===== src/rtl/alarma_ctrl.sv =====
// Alarm controller: arms/disarms, applies an entry delay, drives a time-limited
// siren and keeps a sticky "fired" flag. The alarm request is resynchronized to clk.
module alarma_ctrl #(
  parameter int unsigned RETARDO  = 4,
  parameter int unsigned DURACION = 6,
  parameter int unsigned CNT_W    = 8
) (
  input  logic       clk,
  input  logic       rst_n,
  input  logic       armar,
  input  logic       desarmar,
  input  logic       alarma_in,
  output logic       armado,
  output logic       sirena,
  output logic       disparo,
  output logic [2:0] estado
);

  typedef enum logic [2:0] {
    ST_DESARMADO = 3'd0,
    ST_ARMADO    = 3'd1,
    ST_RETARDO   = 3'd2,
    ST_SIRENA    = 3'd3,
    ST_BLOQUEO   = 3'd4
  } state_e;

  localparam logic [CNT_W-1:0] RET_LOAD = CNT_W'(RETARDO - 1);
  localparam logic [CNT_W-1:0] DUR_LOAD = CNT_W'(DURACION - 1);
  localparam logic [CNT_W-1:0] CNT_ONE  = CNT_W'(1);

  state_e           state_q, state_d;
  logic [CNT_W-1:0] cnt_q, cnt_d;
  logic             disparo_q, disparo_d;
  logic             sync1_q, alarma_s_q;
  logic             sirena_q, armado_q;

  always_comb begin
    state_d   = state_q;
    cnt_d     = cnt_q;
    disparo_d = disparo_q;
    if (desarmar) begin
      state_d   = ST_DESARMADO;
      cnt_d     = '0;
      disparo_d = 1'b0;
    end else begin
      case (state_q)
        ST_DESARMADO: begin
          if (armar) state_d = ST_ARMADO;
        end
        ST_ARMADO: begin
          if (alarma_s_q) begin
            state_d = ST_RETARDO;
            cnt_d   = RET_LOAD;
          end
        end
        ST_RETARDO: begin
          // The entry delay runs to completion even if the request drops.
          if (cnt_q != '0) begin
            cnt_d = cnt_q - CNT_ONE;
          end else begin
            state_d   = ST_SIRENA;
            cnt_d     = DUR_LOAD;
            disparo_d = 1'b1;
          end
        end
        ST_SIRENA: begin
          if (cnt_q != '0) cnt_d = cnt_q - CNT_ONE;
          else             state_d = ST_BLOQUEO;
        end
        ST_BLOQUEO: begin
          if (alarma_s_q) begin
            state_d = ST_RETARDO;
            cnt_d   = RET_LOAD;
          end
        end
        default: begin
          state_d   = ST_DESARMADO;
          cnt_d     = '0;
          disparo_d = 1'b0;
        end
      endcase
    end
  end

  // Outputs are registered from the next-state value, so they track state_q exactly.
  always_ff @(posedge clk or negedge rst_n) begin
    if (!rst_n) begin
      state_q    <= ST_DESARMADO;
      cnt_q      <= '0;
      disparo_q  <= 1'b0;
      sync1_q    <= 1'b0;
      alarma_s_q <= 1'b0;
      sirena_q   <= 1'b0;
      armado_q   <= 1'b0;
    end else begin
      state_q    <= state_d;
      cnt_q      <= cnt_d;
      disparo_q  <= disparo_d;
      sync1_q    <= alarma_in;
      alarma_s_q <= sync1_q;
      sirena_q   <= (state_d == ST_SIRENA);
      armado_q   <= (state_d != ST_DESARMADO);
    end
  end

  assign armado  = armado_q;
  assign sirena  = sirena_q;
  assign disparo = disparo_q;
  assign estado  = state_q;

endmodule


===== config.mk =====
export PLATFORM = sky130hd
export DESIGN_NAME = alarma_ctrl
export DESIGN_NICKNAME = d
export VERILOG_FILES = /design/src/rtl/alarma_ctrl.sv
export SDC_FILE = /design/constraint.sdc
export NUM_CORES = 1
export LEC_CHECK = 0
export ABC_AREA = 1
export ABC_CLOCK_PERIOD_IN_PS = 1600
export BUFFER_PORTS_ARGS = -buffer_cell sky130_fd_sc_hd__buf_2
export CAP_MARGIN = 10
export CORE_ASPECT_RATIO = 0.7
export CORE_UTILIZATION = 40
export CTS_CLUSTER_DIAMETER = 100
export CTS_CLUSTER_SIZE = 10
export DETAILED_ROUTE_END_ITERATION = 10
export SYNTH_ARGS = -nofsm -noshare
export SYNTH_HDL_FRONTEND = slang
export SYNTH_SLANG_ARGS = --single-unit
export TNS_END_PERCENT = 5

===== constraint.sdc =====
create_clock -name clk -period 1.6 [get_ports clk]
set_input_delay 0.16 -clock clk [delete_from_list [all_inputs] [get_ports clk]]
set_output_delay 0.16 -clock clk [all_outputs]
set_load 0.05 [all_outputs]

# Word-level counts from Yosys, hierarchy flattened
# Index checks and enable logic that the tools add are counted.
# op_classes
order_cmp	0
shifts	0
n_eq_ne	10
n_bitwise	0
mux	14
multipliers	0
div_mod_pow	0
n_reduce_logical	7
add_sub_neg	1
# ops
operator	count
two-way mux 8 bit	4
case mux 8 bit (4 select lines)	1
two-way mux 3 bit	5
case mux 3 bit (4 select lines)	1
equality test 3 x 2 -> 1 bit, second input constant	3
nonzero test 8 bit	1
subtractor 8 x 1 -> 8 bit, second input constant	1
inequality test 3 bit, second input constant	2
OR reduction 4 bit	1
equality test 3 x 1 -> 1 bit, second input constant	1
equality test 3 bit, second input constant	1
logical NOT 3 bit	1
inequality test 3 x 1 -> 1 bit, second input constant	1
AND reduction 3 bit	1
nonzero test 3 bit	1
two-way mux 1 bit	2
inequality test 2 x 1 -> 1 bit, second input constant	1
inequality test 2 bit, second input constant	1
case mux 1 bit (2 select lines)	1
AND reduction 2 bit	1
OR reduction 2 bit	1
# totals
register_bits	16
latchBits	0
mem_count	0
out_inout_bits	6
wordCells	39
inputBits	5
mem_bits_rw	0
mem_bits_ro	0

# Longest topological paths before layout
# Gate-level depths: netlist of the first run.
# depth
word_depth	5
mapped_depth	10
depth_no_buf	10

# Least setup slack after synthesis of the first run
# OpenSTA, ideal clock, no wires.
# synth_path
path_kind	register to register
start	register state_q[1] (netlist: estado[1])
end	register cnt_q[2]
synth_period_minus_slack_ps	1604
t_arrival_ps	1539
path_stages_with_launch	9
setup_ps	65
n_path_buf	0
slack_ps	-4
required_time_ps	1535
cell_sequence	dfrtp_1 inv_2 nor2_2 nand2_1 nor2_4 nor2_8 nor2_8 nand2_1 nand2_1
# synth_between
elab_chain_cells	4
word_cells_on_any_way	12
classes_between	eq/ne (7); mux (2); reduce/logical (3)
# synth_lines
element	line	rtl
start: declaration	31	state_e state_q, state_d;
start signal: assignment	96	state_q <= state_d;
equality test 3 bit / equality test 3 x 1 -> 1 bit (equally long branches)	46	case (state_q)
OR reduction 2 bit (no source line)	--	
case mux 8 bit (4 select lines) / inequality test 3 x 1 -> 1 bit (equally long branches)	--	
two-way mux 8 bit / AND reduction 3 bit (equally long branches)	--	
end signal: assignment	97	cnt_q <= cnt_d;
end: declaration	32	logic [CNT_W-1:0] cnt_q, cnt_d;
# Several ways; a longest one is shown, not always the timed one.
# A chain may end at the register's enable or synchronous reset.

# Worst setup path in the final report of the first run
# layout_path
start	register cnt_q[0]
end	register cnt_q[4]
# layout_between
elab_chain_cells	4
word_cells_on_any_way	8
classes_between	add/sub (1); eq/ne (1); mux (4); reduce/logical (2)
# layout_lines
element	line	rtl
subtractor 8 x 1 -> 8 bit / nonzero test 8 bit (equally long branches)	59, 67, 58	
two-way mux 8 bit (on tied branches)	67, 58	
case mux 8 bit (4 select lines)	46	
two-way mux 8 bit	41	if (desarmar) begin
# Several ways; a longest one is shown, not always the timed one. The select of a mux whose other input is x is not followed.

==> results_dict.tcl, run 1 <==
set metrics [dict create \
    fin_crit_sh 0.966 \
    finalPower_uw 874 \
    ir_drop_mv 0.357 \
    seq_area_sq_um 402 \
    remaining_drc_errors 0 \
    wl_per_cell_um 11.3 \
    synth-adder-area-share 0.0130 \
    p_leak_uw 0.000650 \
    synth-xor-area-share 0.0181 \
    arrival_ns 1.78 \
    synth.largest_area_cell "dfrtp_1" \
    synth.net_count 133 \
    cp-end-kind "flop" \
    post_synth_and_or_nand_nor_area_fraction 0.431 \
    area_growth_pct 19.7 \
    die-width_um 60.7 \
    ant_nets 0 \
    synth_top_family_by_area "simple AND/OR/NAND/NOR gates" \
    p_per_area_nw_per_um2 756 \
    via_count 847 \
    dieArea_sq_um 2620 \
    min_path_type "in2reg" \
    io-pin-count 11 \
    cts.htree.levels 1 \
    clock_path_buffers 2 \
    ys_top_cells_by_count "nand2_1, inv_1, dfrtp_1" \
    first_pass_iters 4 \
    clkLatencyLatePin_ns 0.30 \
    synth_edf_count 0 \
    ff2ff_path_depth 10 \
    multi_input_area_sq_um 507 \
    ys_seq_elements 16 \
    critical_path.max_fanout 10 \
    critical_path_class "reg2reg" \
    synth_flop_cell "dfrtp_1" \
    grt_max_degree 17 \
    cts_sinks 16 \
    tightestPinTransition_ns 0.362 \
    holdWs_ns 0.137 \
    hold_violations 0 \
    fin_crit_ns 1.55 \
    place_inst 171 \
    gp_congestion 0.841 \
    holdCritStartpoint "desarmar" \
    diodes 0 \
    rsz0062_at_grt "true" \
    grt_pass1_wl_mm 3.33 \
    critPathLaunchType "flop" \
    worstHoldPathCells 2 \
    overflow 0 \
    fillerInstances 226 \
    synthesis.area_sq_um 966 \
    r2r_setup_slack_ns 0.05 \
    min_to "disparo" \
    reg2reg_to "cnt_q[4]" \
    cap_violations 0 \
    root_buffer "clkbuf_4" \
    num-nets-final 154 \
    clkTransAtPathRegs_ns 0.10 \
    io_buffers 10 \
    finalMaxSlewViolations 0 \
    routed_via_density 4.73 \
    core_sq_um 2210 \
    max_clock_freq_mhz 647 \
    async_flop_share 1.00 \
    synthMuxAreaShare 0 \
    cts_tree "built" \
    synth.distinct_cells 20 \
    row_count 14 \
    layoutNonFillerInstCount 179 \
    fp.dieH_um 43.1 \
    drtIter0Drc 52 \
    routed_wl_mm 2.03 \
    synth_compound_area_frac 0.0492 \
    start_util 0.438 \
    numCtsBuffers 3 \
    status "finished, final reports clean" \
    synthCells 127 \
    synth_most_common_cell "nand2_1" \
    track_usage 0.184 \
    setup_tns_ns 0 \
    hpwlAfterDp_mm 1.57 \
    yosysSeqAreaShare 0.415 \
    grt_pass1_vias 715 \
    relSlewSlack 0.758 \
    fin_skew_ns 0.0118 \
    synth_area_per_cell_sq_um 7.61 \
    synthTopCellsByArea "dfrtp_1, nand2_1, inv_1, nand4_1, nand3_1" \
    ys_warn_count 0 \
    synth.top_cell.area_share 0.415 \
    drive_above_1_share 0.224 \
    antenna_found_initial 0 \
    crit_required_ns 1.83 \
    reg2reg_from "cnt_q[0]" \
    setup_viol 0 \
]
-- worst max path at each step --
stage               startpoint        to  slack (ns)  cells after the start
floorplan            estado[0]  cnt_q[2]      0.0006                      7
global placement     estado[2]  cnt_q[6]        0.12                      7
detailed placement    cnt_q[0]  cnt_q[4]        0.08                     10
CTS                   cnt_q[0]  cnt_q[4]        0.06                     10
global route          cnt_q[0]  cnt_q[1]       -0.07                     10
finish                cnt_q[0]  cnt_q[4]        0.05                     10
-- final cells by class --
cell class                      count  share of cell area
Multi-Input combinational cell     92               0.438
Sequential cell                    16               0.347
Timing Repair Buffer               16              0.0866
Inverter                           19              0.0617
Tap cell                           32              0.0346
Clock buffer                        4              0.0314
-- cell usage in the layout (no fill, tap or decap), drive strengths merged --
cell type | netlist | final
buf | 0 | 14
nor2 | 14 | 14
clkbuf | 0 | 4
a21oi | 2 | 2
xor2 | 2 | 2
o22ai | 1 | 1
dlygate4sd3 | 0 | 2
nand2 | 48 | 48
nand3 | 10 | 10
nand3b | 1 | 1
dfrtp | 16 | 16
o21ai | 4 | 4
inv | 19 | 19
ha | 1 | 1
nand4 | 9 | 9
-- stage by stage --
step | setup slack [ns] | instance area (sq um) | util
after floorplan | 0.000629 | 967 | -
after global placement | 0.123 | 1070 | 0.486
after detailed placement | 0.0757 | 1070 | 0.486
after CTS | 0.0556 | 1130 | 0.511
after global routing | -0.0705 | 1160 | 0.524
final | 0.0550 | 1160 | 0.524
-- registers in the layout, summed over array words and instances, names as in the netlist --
signal / count
alarma_s_q: 1
armado: 1
cnt_q: 8
disparo: 1
estado: 3
sirena: 1
sync1_q: 1
-- per-layer routing --
| metal | GRT usage | up-vias | wire, um |
|---|---|---|---|
| li1 | - | 447 | - |
| met5 | 0 | - | 0 |
| met3 | 0.0640 | 4 | 111 |
| met1 | 0.293 | 370 | 1090 |
| met4 | 0.0545 | 0 | 42 |
| met2 | 0.226 | 26 | 787 |
-- cells by family after synthesis --
group / after synthesis
compound gates: 7
xor+xnor: 2
fa+ha+maj: 1
buf+inv: 19
flops: 16
simple gates: 82
-- where the power goes --
part	total [uW]	internal (uW)	switching, uW	leakage (uW)
clock network	273	139	134	0.0000210
logic	177	56.6	120	0.000414
registers	424	416	8.25	0.000215
-- worst max-delay path, stage by stage, from the launching register on --
cell and delay [ns]:
dfrtp_1 0.40, inv_2 0.06, ha_2 0.18, nand2_2 0.07
nor2_4 0.12, nand2_4 0.09, nor2_4 0.17, nor2_8 0.08
nor2_8 0.17, nand2_1 0.06, nand2_1 0.07
-- timing repair --
action / in CTS / in global routing
resized for setup: 0 / 4
hold buffers: 2 / 0
setup buffers: 0 / 2
hold endpoints to repair: 17 / 0
setup endpoints to repair: 0 / 9
No activity file was read; power rests on OpenSTA's default activity.
==> run 2: changes to the inputs <==
Settings changed: ABC_AREA 1 to not set.
==> run 2 against run 1 <==
Effect of this change: the run now ends with setup timing left; critical endpoint is now estado[0]; utilization grew 11 points; via count grew 1.3%; clock-buffer cell count is the same; clock power is essentially flat.
==> results_dict.tcl, run 2 <==
set metrics [dict create \
    cts_tree "built" \
    cp_cell_sequence "inv_1 -> ha_2 -> or4b_4 -> or3_4 -> and3_4 -> nor4_4" \
    critical_path.max_fanout 4 \
    synth.top_cell.area_share 0.449 \
    cts_sinks 16 \
    routed_wl_mm 2.24 \
    layout_commonest_cell "buf_4" \
    numCtsBuffers 3 \
    fp.dieH_um 41.5 \
    gp_congestion 0.864 \
    diodes 0 \
    clkTransAtPathRegs_ns 0.10 \
    ys_seq_elements 16 \
    async_flop_share 1.00 \
    ys_warn_count 0 \
    yosysSeqAreaShare 0.449 \
    ir_drop_mv 1.27 \
    cp_top_family "simple AND/OR/NAND/NOR gates" \
    holdWs_ns 0.145 \
    grt_max_degree 17 \
    cp.buffers_inverters 1 \
    drive_above_1_share 0.377 \
    p_leak_uw 0.000619 \
    fin_crit_ns 1.92 \
    fin_skew_ns 0.00646 \
    holdCritStartpoint "desarmar" \
    overflow 0 \
    synthMuxAreaShare 0 \
    slowest_stage "or4b_4" \
    synth_compound_area_frac 0.173 \
    synth-adder-area-share 0.0252 \
    synth.largest_area_cell "dfrtp_1" \
    io_buffers 10 \
    final_cell_area_sq_um 1250 \
    cap_violations 0 \
    wl_per_cell_um 14.0 \
    fin_crit_sh 1.20 \
    io-pin-count 11 \
    first_pass_iters 6 \
    largest_reg_flops 8 \
    antenna_found_initial 0 \
    min_path_type "in2reg" \
    startpoint "cnt_q[1]" \
    synth.distinct_cells 38 \
    routed_via_density 5.36 \
    max_clock_freq_mhz 521 \
    clkLatencyLatePin_ns 0.29 \
    cp-end-kind "flop" \
    setup_ws_ns -0.319 \
    synth.net_count 102 \
    clock_path_buffers 2 \
    final_cell_mix "buf_4, dfrtp_1, buf_2" \
    arrival_ns 2.13 \
    place_area_sq_um 1140 \
    area_growth_pct 40.5 \
    cts.htree.levels 1 \
    critPathLaunchType "flop" \
    violations "setup timing" \
    synth_most_common_cell "dfrtp_1" \
    post_synth_and_or_nand_nor_area_fraction 0.292 \
    ant_nets 0 \
    synthesis.area_sq_um 892 \
    hold_violations 0 \
    core_sq_um 1970 \
    rsz0062_at_grt "true" \
    status "complete, but fails checks" \
    via_count 858 \
    root_buffer "clkbuf_4" \
    num-nets-final 137 \
    track_usage 0.206 \
    remaining_drc_errors 0 \
    hpwlAfterDp_mm 1.60 \
    row_count 13 \
    synthCells 96 \
    dieArea_sq_um 2430 \
    synthTopCellsByArea "dfrtp_1, nand3_1, nor3_1, nor2_1, inv_1" \
    grt_pass1_wl_mm 3.66 \
    slowest_delay_ns 0.49 \
    synth-xor-area-share 0.00982 \
    finalMaxSlewViolations 0 \
    synth_top_family_by_area "simple AND/OR/NAND/NOR gates" \
    ys_top_cells_by_count "dfrtp_1, nor2_1, inv_1, nand3_1, nor3_1" \
    drtIter0Drc 28 \
    crit_required_ns 1.81 \
    top_register "cnt_q" \
    p_per_area_nw_per_um2 2030 \
    die-width_um 58.4 \
    reg2reg_from "cnt_q[1]" \
    critical_path_class "reg2reg" \
    synth_edf_count 0 \
    utilization 0.637 \
    relSlewSlack 0.739 \
    synth_area_per_cell_sq_um 9.29 \
    start_util 0.453 \
    tightestPinTransition_ns 0.391 \
    setup_viol 11 \
    grt_pass1_vias 783 \
    synth_flop_cell "dfrtp_1" \
]
==> run 2: changes by cell type after synthesis, sizes merged, moves of 3 or more <==
cell	delta
inv	-13
nand2	-45
nor2	-6
nand3	-4
nand4	-9
nor3b	+3
nor4	+4
clkbuf	+5
nor3	+6
==> run 2: power breakdown <==
| part | internal [uW] | switching (uW) |
|---|---|---|
| registers | 503 | 66.9 |
| logic | 791 | 903 |
| clock network | 139 | 136 |
==> run 2: what timing repair did <==
item                                   in CTS  in global routing
hold buffers                                2                  0
endpoints found under the hold margin      17                  0
buffers inserted                            1                  0
setup endpoints to repair                  12                 13
gates resized for setup                     7                  4
pin swaps                                   2                  0
==> run 2: cell type report <==
cell class / instances / area [sq um]
Tap cell: 30 / 37.5
Clock buffer: 4 / 36.3
Inverter: 6 / 22.5
Sequential cell: 16 / 402
Timing Repair Buffer: 36 / 250
Multi-Input combinational cell: 68 / 505
Fill cell: 165 / 714
==> run 2: worst register-to-register path, cell delays in order (launching register included) <==
cell	delay, ns
dfrtp_1	0.39
inv_1	0.07
ha_2	0.19
or4b_4	0.49
or3_4	0.35
and3_4	0.21
nor4_4	0.13
==> run 2: per-stage QoR <==
step | cells | setup slack [ns] | power [uW] | setup TNS [ns]
detailed placement | 153 | -0.313 | 2070 | -1.88
CTS | 160 | -0.306 | 2500 | -1.63
global route | 160 | -0.402 | 2710 | -2.64
floorplan | 96 | -0.352 | 1550 | -2.31
global placement | 153 | -0.273 | 2050 | -1.55
finish | 160 | -0.319 | 2540 | -1.69
==> run 2: cell families (layout without fill, tap and decap cells) <==
logic type	after synthesis	count (layout)
xor+xnor	1	1
buf+inv	12	46
compound gates	22	22
fa+ha+maj	2	2
simple gates	43	43
flops	16	16
==> run 2: worst paths after layout <==
check	endpoint	depth (start not counted)	slack, ns
min in group asynchronous	cnt_q[7]	2	0.30
hold / removal	estado[0]	2	0.15
max in group asynchronous	estado[2]	2	1.01
setup reg to reg	estado[0]	6	-0.32
setup / recovery	estado[0]	6	-0.32
hold reg to reg	alarma_s_q	0	0.36
==> run 2: per-layer routing <==
layer  wire [um]  track usage  up-vias
li1            -            -      427
met5           0            0        -
met1        1130        0.302      412
met3          99       0.0654        2
met4          15       0.0429        0
met2        1000        0.294       17
